File: src/rtl/ctrl_seq.sv
// 8-phase instruction sequencer for the 8-bit RISC processor.
// Decodes the phase counter, halt flag and current opcode into datapath strobes.
module ctrl_seq #(
    parameter bit HALT_STICKY = 1'b1
) (
    input  logic       clk,
    input  logic       rst,
    input  logic [2:0] opcd,
    input  logic       zr,
    output logic       sel,
    output logic       rd,
    output logic       ld_ir,
    output logic       halt,
    output logic       inc_pc,
    output logic       ld_ac,
    output logic       ld_pc,
    output logic       wr,
    output logic       data_e,
    output logic [2:0] phase
);

    typedef enum logic [2:0] {
        INST_ADDR  = 3'd0,
        INST_FETCH = 3'd1,
        INST_LOAD  = 3'd2,
        IDLE       = 3'd3,
        OP_ADDR    = 3'd4,
        OP_FETCH   = 3'd5,
        ALU_OP     = 3'd6,
        STORE      = 3'd7
    } phase_e;

    localparam logic [2:0] OP_HLT = 3'b000;
    localparam logic [2:0] OP_SKZ = 3'b001;
    localparam logic [2:0] OP_ADD = 3'b010;
    localparam logic [2:0] OP_AND = 3'b011;
    localparam logic [2:0] OP_XOR = 3'b100;
    localparam logic [2:0] OP_LDA = 3'b101;
    localparam logic [2:0] OP_STO = 3'b110;
    localparam logic [2:0] OP_JMP = 3'b111;

    phase_e phase_q, phase_d;
    logic   halted_q, halted_d;
    logic   is_hlt, is_skz, is_sto, is_jmp, aluop;

    // Opcodes outside the table (including X) fall to default and act as a no-op.
    always_comb begin
        is_hlt = 1'b0;
        is_skz = 1'b0;
        is_sto = 1'b0;
        is_jmp = 1'b0;
        aluop  = 1'b0;
        case (opcd)
            OP_HLT:                         is_hlt = 1'b1;
            OP_SKZ:                         is_skz = 1'b1;
            OP_ADD, OP_AND, OP_XOR, OP_LDA: aluop  = 1'b1;
            OP_STO:                         is_sto = 1'b1;
            OP_JMP:                         is_jmp = 1'b1;
            default:                        ;
        endcase
    end

    always_comb begin
        phase_d  = phase_e'(phase_q + 3'd1);
        halted_d = halted_q;
        if (halted_q) begin
            phase_d = phase_q;
        end else if (HALT_STICKY && phase_q == OP_ADDR && is_hlt) begin
            phase_d  = phase_q;
            halted_d = 1'b1;
        end
    end

    // NOTE: state registers use non-blocking assignments so every flop samples pre-edge values.
    always_ff @(posedge clk) begin
        if (rst) begin
            phase_q  <= INST_ADDR;
            halted_q <= 1'b0;
        end else begin
            phase_q  <= phase_d;
            halted_q <= halted_d;
        end
    end

    // NOTE: every output gets a default first so no path through the case infers a latch.
    always_comb begin
        sel    = 1'b0;
        rd     = 1'b0;
        ld_ir  = 1'b0;
        halt   = 1'b0;
        inc_pc = 1'b0;
        ld_ac  = 1'b0;
        ld_pc  = 1'b0;
        wr     = 1'b0;
        data_e = 1'b0;
        if (halted_q) begin
            halt = 1'b1;
        end else begin
            case (phase_q)
                INST_ADDR: sel = 1'b1;
                INST_FETCH: begin
                    sel = 1'b1;
                    rd  = 1'b1;
                end
                INST_LOAD, IDLE: begin
                    sel   = 1'b1;
                    rd    = 1'b1;
                    ld_ir = 1'b1;
                end
                OP_ADDR: begin
                    inc_pc = 1'b1;
                    halt   = is_hlt;
                end
                OP_FETCH: rd = aluop;
                ALU_OP: begin
                    rd     = aluop;
                    inc_pc = is_skz & zr;
                    ld_pc  = is_jmp;
                    data_e = is_sto;
                end
                STORE: begin
                    rd     = aluop;
                    ld_ac  = aluop;
                    ld_pc  = is_jmp;
                    wr     = is_sto;
                    data_e = is_sto;
                end
                default: ;
            endcase
        end
    end

    // The held phase is OP_ADDR, so HALTED reads back as phase 4 without extra logic.
    assign phase = phase_q;

endmodule

File: config.mk
export PLATFORM = sky130hd
export DESIGN_NAME = ctrl_seq
export DESIGN_NICKNAME = d
export VERILOG_FILES = /design/src/rtl/ctrl_seq.sv
export SDC_FILE = /design/constraint.sdc
export NUM_CORES = 1
export LEC_CHECK = 0
export CELL_PAD_IN_SITES_DETAIL_PLACEMENT = 0
export CELL_PAD_IN_SITES_GLOBAL_PLACEMENT = 1
export CORE_UTILIZATION = 24
export CTS_CLUSTER_SIZE = 28
export DETAILED_ROUTE_END_ITERATION = 8
export PLACE_DENSITY_LB_ADDON = 0.08
export SLEW_MARGIN = 20
export SYNTH_ARGS = -nofsm -noshare
export SYNTH_HDL_FRONTEND = slang
export SYNTH_SLANG_ARGS = --single-unit
File: constraint.sdc
create_clock -name clk -period 1.25 [get_ports clk]
set_input_delay 0.1875 -clock clk [delete_from_list [all_inputs] [get_ports clk]]
set_output_delay 0.1875 -clock clk [all_outputs]
set_load 0.01 [all_outputs]
; Yosys cells after proc, flatten, opt, wreduce, memory -nomap -nowiden
; Index checks and enable logic that the tools add are counted.
[classes]
n_bitwise = 3
n_reduce_logical = 10
add_sub_neg = 1
n_mux = 25
n_eq_ne = 14
[op_table]
columns = cell, count
row1 = 3-bit equality test (second input constant), 8
row2 = 1-bit two-way mux, 23
row3 = 3-bit by 2-bit equality test with 1-bit output (second input constant), 4
row4 = 4-bit OR reduction, 2
row5 = 3-bit by 1-bit equality test with 1-bit output (second input constant), 2
row6 = 3-bit zero test, 2
row7 = 3-bit OR reduction, 2
row8 = 1-bit one-hot mux with 2 select lines, 2
row9 = 2-bit OR reduction, 2
row10 = 3-bit by 1-bit adder with 3-bit output (second input constant), 1
row11 = 1-bit inverter, 2
row12 = 2-bit AND reduction, 1
row13 = 1-bit AND, 1
row14 = 1-bit logical AND, 1
[totals]
word_cells = 55
regBits = 4
input_bits = 6

; Logic depth before layout (Yosys ltp)
; Gate-level depths: netlist (run 1).
[depth]
word_depth = 5
ltp_mapped = 5
depth_no_buf = 5

; Worst setup path before layout (run 1)
; Ideal clock, no wire load.
[synth_timing]
path_kind = register -> register
start = register phase_q[1], in the netlist phase[1]
end = register phase_q[0], in the netlist phase[0]
t_arrival_ps = 1376
path_slack_ps = -190
path_stages_with_launch = 6
period_less_slack_ps = 1440
setup_time_ps = 64
cell_sequence = dfxtp_1 -> inv_1 -> ha_1 -> nor3b_2 -> or4_1 -> nand4_1
[synth_via]
elab_chain_cells = 4
[synth_lines]
columns = item, line_no
row1 = from (decl), 42  ; phase_e phase_q, phase_d;
row2 = from (signal assigned), 80  ; phase_q <= phase_d;
row3 = 3-bit equality test, 68  ; end else if (HALT_STICKY && phase_q == OP_ADDR && is_hlt) begin
row4 = 1-bit logical AND, 68
row5 = 1-bit inverter (no source line), -
row6 = 2-bit AND reduction (no source line), -
; Every way passes these cells.
; A chain may end at the register's enable or synchronous reset.

; Worst setup path after layout (run 1)
[layout_timing]
start = register phase_q[1], in the netlist phase[1]
end = output port wr
[layout_via]
elab_chain_cells = 3
[layout_lines]
columns = item, line_no
row1 = 3-bit equality test, 99  ; case (phase_q)
row2 = 1-bit two-way mux, 99
row3 = 1-bit two-way mux, 96  ; if (halted_q) begin
row4 = to (decl), 17  ; output logic wr,
; Every way passes these cells.

==> impl_metrics.py, run 1 <==
metrics = {
    "sta": {
        "max_freq_mhz": 674,
        "setup_violations": 9,
        "finalWorstSetupSlack_ns": -0.233,
        "timing.final.crit_share_pct": 119,
        "skew_ns": 0.00636,
        "worst_pin_slew_ns": 0.304,
        "maxSlewHeadroom_pct": 79.7,
        "hold_viol_final": 0,
        "min_period_ns": 1.48,
        "drv_slew": 0,
        "rsz0062_at_grt": "yes",
    },
    "power_and_ir_drop": {
        "p_leak_nw": 0.361,
        "pwr-share-seq_pct": 19.7,
        "intPower_w": 0.000863,
        "power_w": 0.00143,
        "power.density_nw_per_um2": 1820,
        "switching_share_pct": 39.5,
        "vdd_drop_max_uv": 948,
        "p_comb_share_pct": 67.9,
        "clkPwrFrac_pct": 12.3,
        "p_sw_w": 0.000563,
    },
    "logic_synthesis": {
        "yosysMostFrequentCell": "nand2_1",
        "synth_common_cells": "6 x nand2_1, 5 x ha_1, 4 x dfxtp_1, 4 x nor2_1",
        "yosysTopAreaCell": "dfxtp_1",
        "syn_area_per_cell_um2": 8.27,
        "syn_nets": 57,
        "ys_ff_latch": 4,
        "ys_seq_area_share_pct": 21.1,
        "async_reset_ff_share_pct": 0,
        "yosys.area_share.simple_pct": 39.8,
        "synth_ff_type": "dfxtp_1",
        "postSynthCellCount": 46,
        "synth_edf_count": 0,
        "yosysTopAreaCellShare_pct": 21.1,
        "synth_warnings": 0,
        "synth_xor_area_share_pct": 2.30,
        "synth_fa_ha_area_share_pct": 16.4,
        "muxShareOfSynthArea_pct": 2.63,
        "synthDistinctLibCells": 24,
        "synth.area.top_cells": "dfxtp_1 21%, ha_1 16%, nand2_1 5.9%",
        "syn_area_um2": 380,
        "synth-compound-area-share_pct": 11.8,
        "synth_top_family_by_area": "simple AND/OR/NAND/NOR gates",
    },
    "clock_network": {
        "htreeDepth": 1,
        "cts_buffer_depth": 2,
        "cts_tree": "yes",
        "clock-sinks": 4,
        "ctsHoldBuffers": 0,
        "numCtsBuffers": 3,
        "clkTransAtPathRegs_ns": 0.04,
        "clock-root-buffer": "clkbuf_4",
        "insertion_delay_ns": 0.24,
    },
    "placed_design": {
        "io_buffers": 17,
        "place_ws_ns": -0.684,
        "placed_area_um2": 699,
        "place_congestion": 0.774,
        "hpwl_um": 882,
        "dp.cells": 94,
    },
    "final_layout": {
        "n_antenna_cell": 0,
        "fin_cells": 100,
        "nNetsFinal": 96,
        "syn2layout_area_growth_pct": 106,
        "final_cell_area_um2": 785,
        "drive_above_1_share_pct": 57.1,
        "final_util_pct": 52.7,
    },
    "floorplanning": {
        "die_area_um2": 1750,
        "initial_core_util_pct": 25.5,
        "die-width_um": 41.8,
        "ioPinCount": 18,
        "row_count": 14,
        "design.core.area_um2": 1490,
        "die_y_um": 41.8,
    },
    "critical_path": {
        "r2r-start": "phase[1]",
        "critPathKind": "register to primary output",
        "crit_path_start_kind": "register",
        "reg2regPathDepth": 6,
        "crit_start": "phase[1]",
        "reg2reg_setup_slack_ns": -0.19,
        "rr_endpoint": "phase[0]",
        "crit_arrival_ns": 1.30,
        "critPathMaxFanout": 5,
        "end_kind": "primary output",
        "crit_required_ns": 1.06,
    },
    "drt": {
        "route.detailed.vias_per_inst": 4.81,
        "drtAntennaViolNets": 0,
        "routedWlPerCell_um": 12.6,
        "drc": 0,
        "route.vias.total": 481,
        "first_pass_iters": 2,
        "dr.first_iter.drc_count": 1,
        "routed_wl_um": 1260,
    },
    "grt": {
        "grt_max_degree": 10,
        "overflow": 0,
        "grt_pass1_wl_um": 1950,
        "grt_pass1_vias": 452,
        "grt_use_total_pct": 14.2,
        "antenna_found_initial": 0,
    },
    "run_status": {
        "violations": "setup timing",
        "status": "finished, violations left",
    },
    "worst_hold_path": {
        "holdCritPathClass": "register to register",
        "whs_path_depth": 3,
        "hp-start": "halted_q",
        "hold_end": "halted_q",
    },
    "job": {
        "maxCapViolCount": 0,
    },
}
-- how the worst max path moves through the flow --
stage	cells past startpoint	slack [ns]	end
2_1_floorplan	5	-0.06	phase[0]
3_3_place_gp	4	-0.68	ld_pc
3_5_place_dp	4	-0.68	data_e
4_1_cts	5	-0.24	wr
5_1_grt	5	-0.34	wr
6_report	5	-0.23	wr
-- cell families after synthesis --
| logic type | after synthesis |
|---|---|
| DFF | 4 |
| xor gates and xnor gates | 1 |
| buffers and inverters | 4 |
| adders and majority gates | 5 |
| muxes | 1 |
| and+or+nand+nor | 25 |
| AOI/OAI and AO/OA | 6 |
-- critical path, stage by stage (launching register included) --
cell and delay [ns]:
dfxtp_4 0.39, ha_1 0.16, ha_1 0.13, nand2_1 0.08, nor3_2 0.13, buf_2 0.16
-- sequential cells by signal, summed over array words and instances, names as in the netlist --
| register | flops |
|---|---|
| halted_q | 1 |
| phase | 3 |
-- metrics by stage --
stage / setup TNS [ns] / hold WS, ns
final: -1.71 / 0.660
after global routing: -2.41 / 0.688
after CTS: -1.83 / 0.653
after detailed placement: -5.32 / 0.645
after global placement: -5.45 / 0.659
after floorplan: -0.0628 / 0.257
-- layout by cell type, fill, tap and decap left out --
| cell | count |
|---|---|
| buf_6 | 3 |
| buf_4 | 15 |
| dfxtp_1 | 1 |
| dfxtp_4 | 2 |
| nand4b_1 | 2 |
| buf_2 | 8 |
| inv_1 | 1 |
| nor3_2 | 3 |
| clkbuf_2 | 1 |
| clkbuf_4 | 3 |
| ha_1 | 3 |
| nand2_1 | 5 |
| clkbuf_1 | 1 |
| nor4b_4 | 1 |
| a21oi_2 | 2 |
| ha_4 | 2 |
| inv_4 | 2 |
| nand2b_1 | 1 |
| dlygate4sd2_1 | 6 |
| o211a_1 | 1 |
| nor2b_4 | 1 |
| o311ai_2 | 1 |
| a211oi_1 | 1 |
| xnor2_1 | 1 |
| clkdlybuf4s50_1 | 2 |
| nand3_4 | 1 |
| nand3b_1 | 1 |
| or3_1 | 1 |
| mux2i_1 | 1 |
| o31a_1 | 1 |
| or4_1 | 2 |
| nand4_1 | 1 |
| dfxtp_2 | 1 |
| nand2_2 | 1 |
| nor2_1 | 4 |
| nor3b_4 | 1 |
-- layer usage --
metal	wire length (um)	up-vias	global-route usage, %	part of all wire [%]
met5	0	-	0	0
met4	0	0	3.87	0
met3	27	0	3.48	2.1
met2	648	6	23.1	51
met1	583	231	18.6	46
li1	-	244	-	-
-- cell type report --
cell class / count / area [um2]
timing repair buffer: 35 / 264
tap: 16 / 20.0
clock buffer: 4 / 26.3
inverter: 3 / 16.3
multi-input combinational: 38 / 369
sequential: 4 / 88.8
fill: 144 / 704
-- what timing repair did --
action / 4_1_cts / 5_1_grt
buffers inserted: 4 / 1
gates resized for setup: 54 / 11
cloned: 0 / 0
pin swaps: 9 / 5
setup endpoints to repair: 15 / 13
-- power by group through the flow --
stage / Clock, W / Combinational [W] / Sequential [W]
6_report: 0.000176 / 0.000969 / 0.000282
5_1_grt: 0.000190 / 0.00106 / 0.000289
4_1_cts: 0.000183 / 0.000873 / 0.000280
3_5_place_dp: 0 / 0.000860 / 0.000254
3_3_place_gp: 0 / 0.000866 / 0.000255
2_1_floorplan: 0 / 0.000314 / 0.000287
Note: power is estimated with default switching activity, not from simulation.
==> inputs of run 2 (changes only) <==
Settings changed: HOLD_SLACK_MARGIN set to 0.06.
==> results of run 2 <==
Same layout as run 1: the final DEF is identical, and so are final timing and power.
==> inputs of run 3 (changes only) <==
Settings changed: ABC_CLOCK_PERIOD_IN_PS set to 1250.
==> results of run 3 <==
Same layout as run 1: the final DEF is identical, and so are final timing and power.
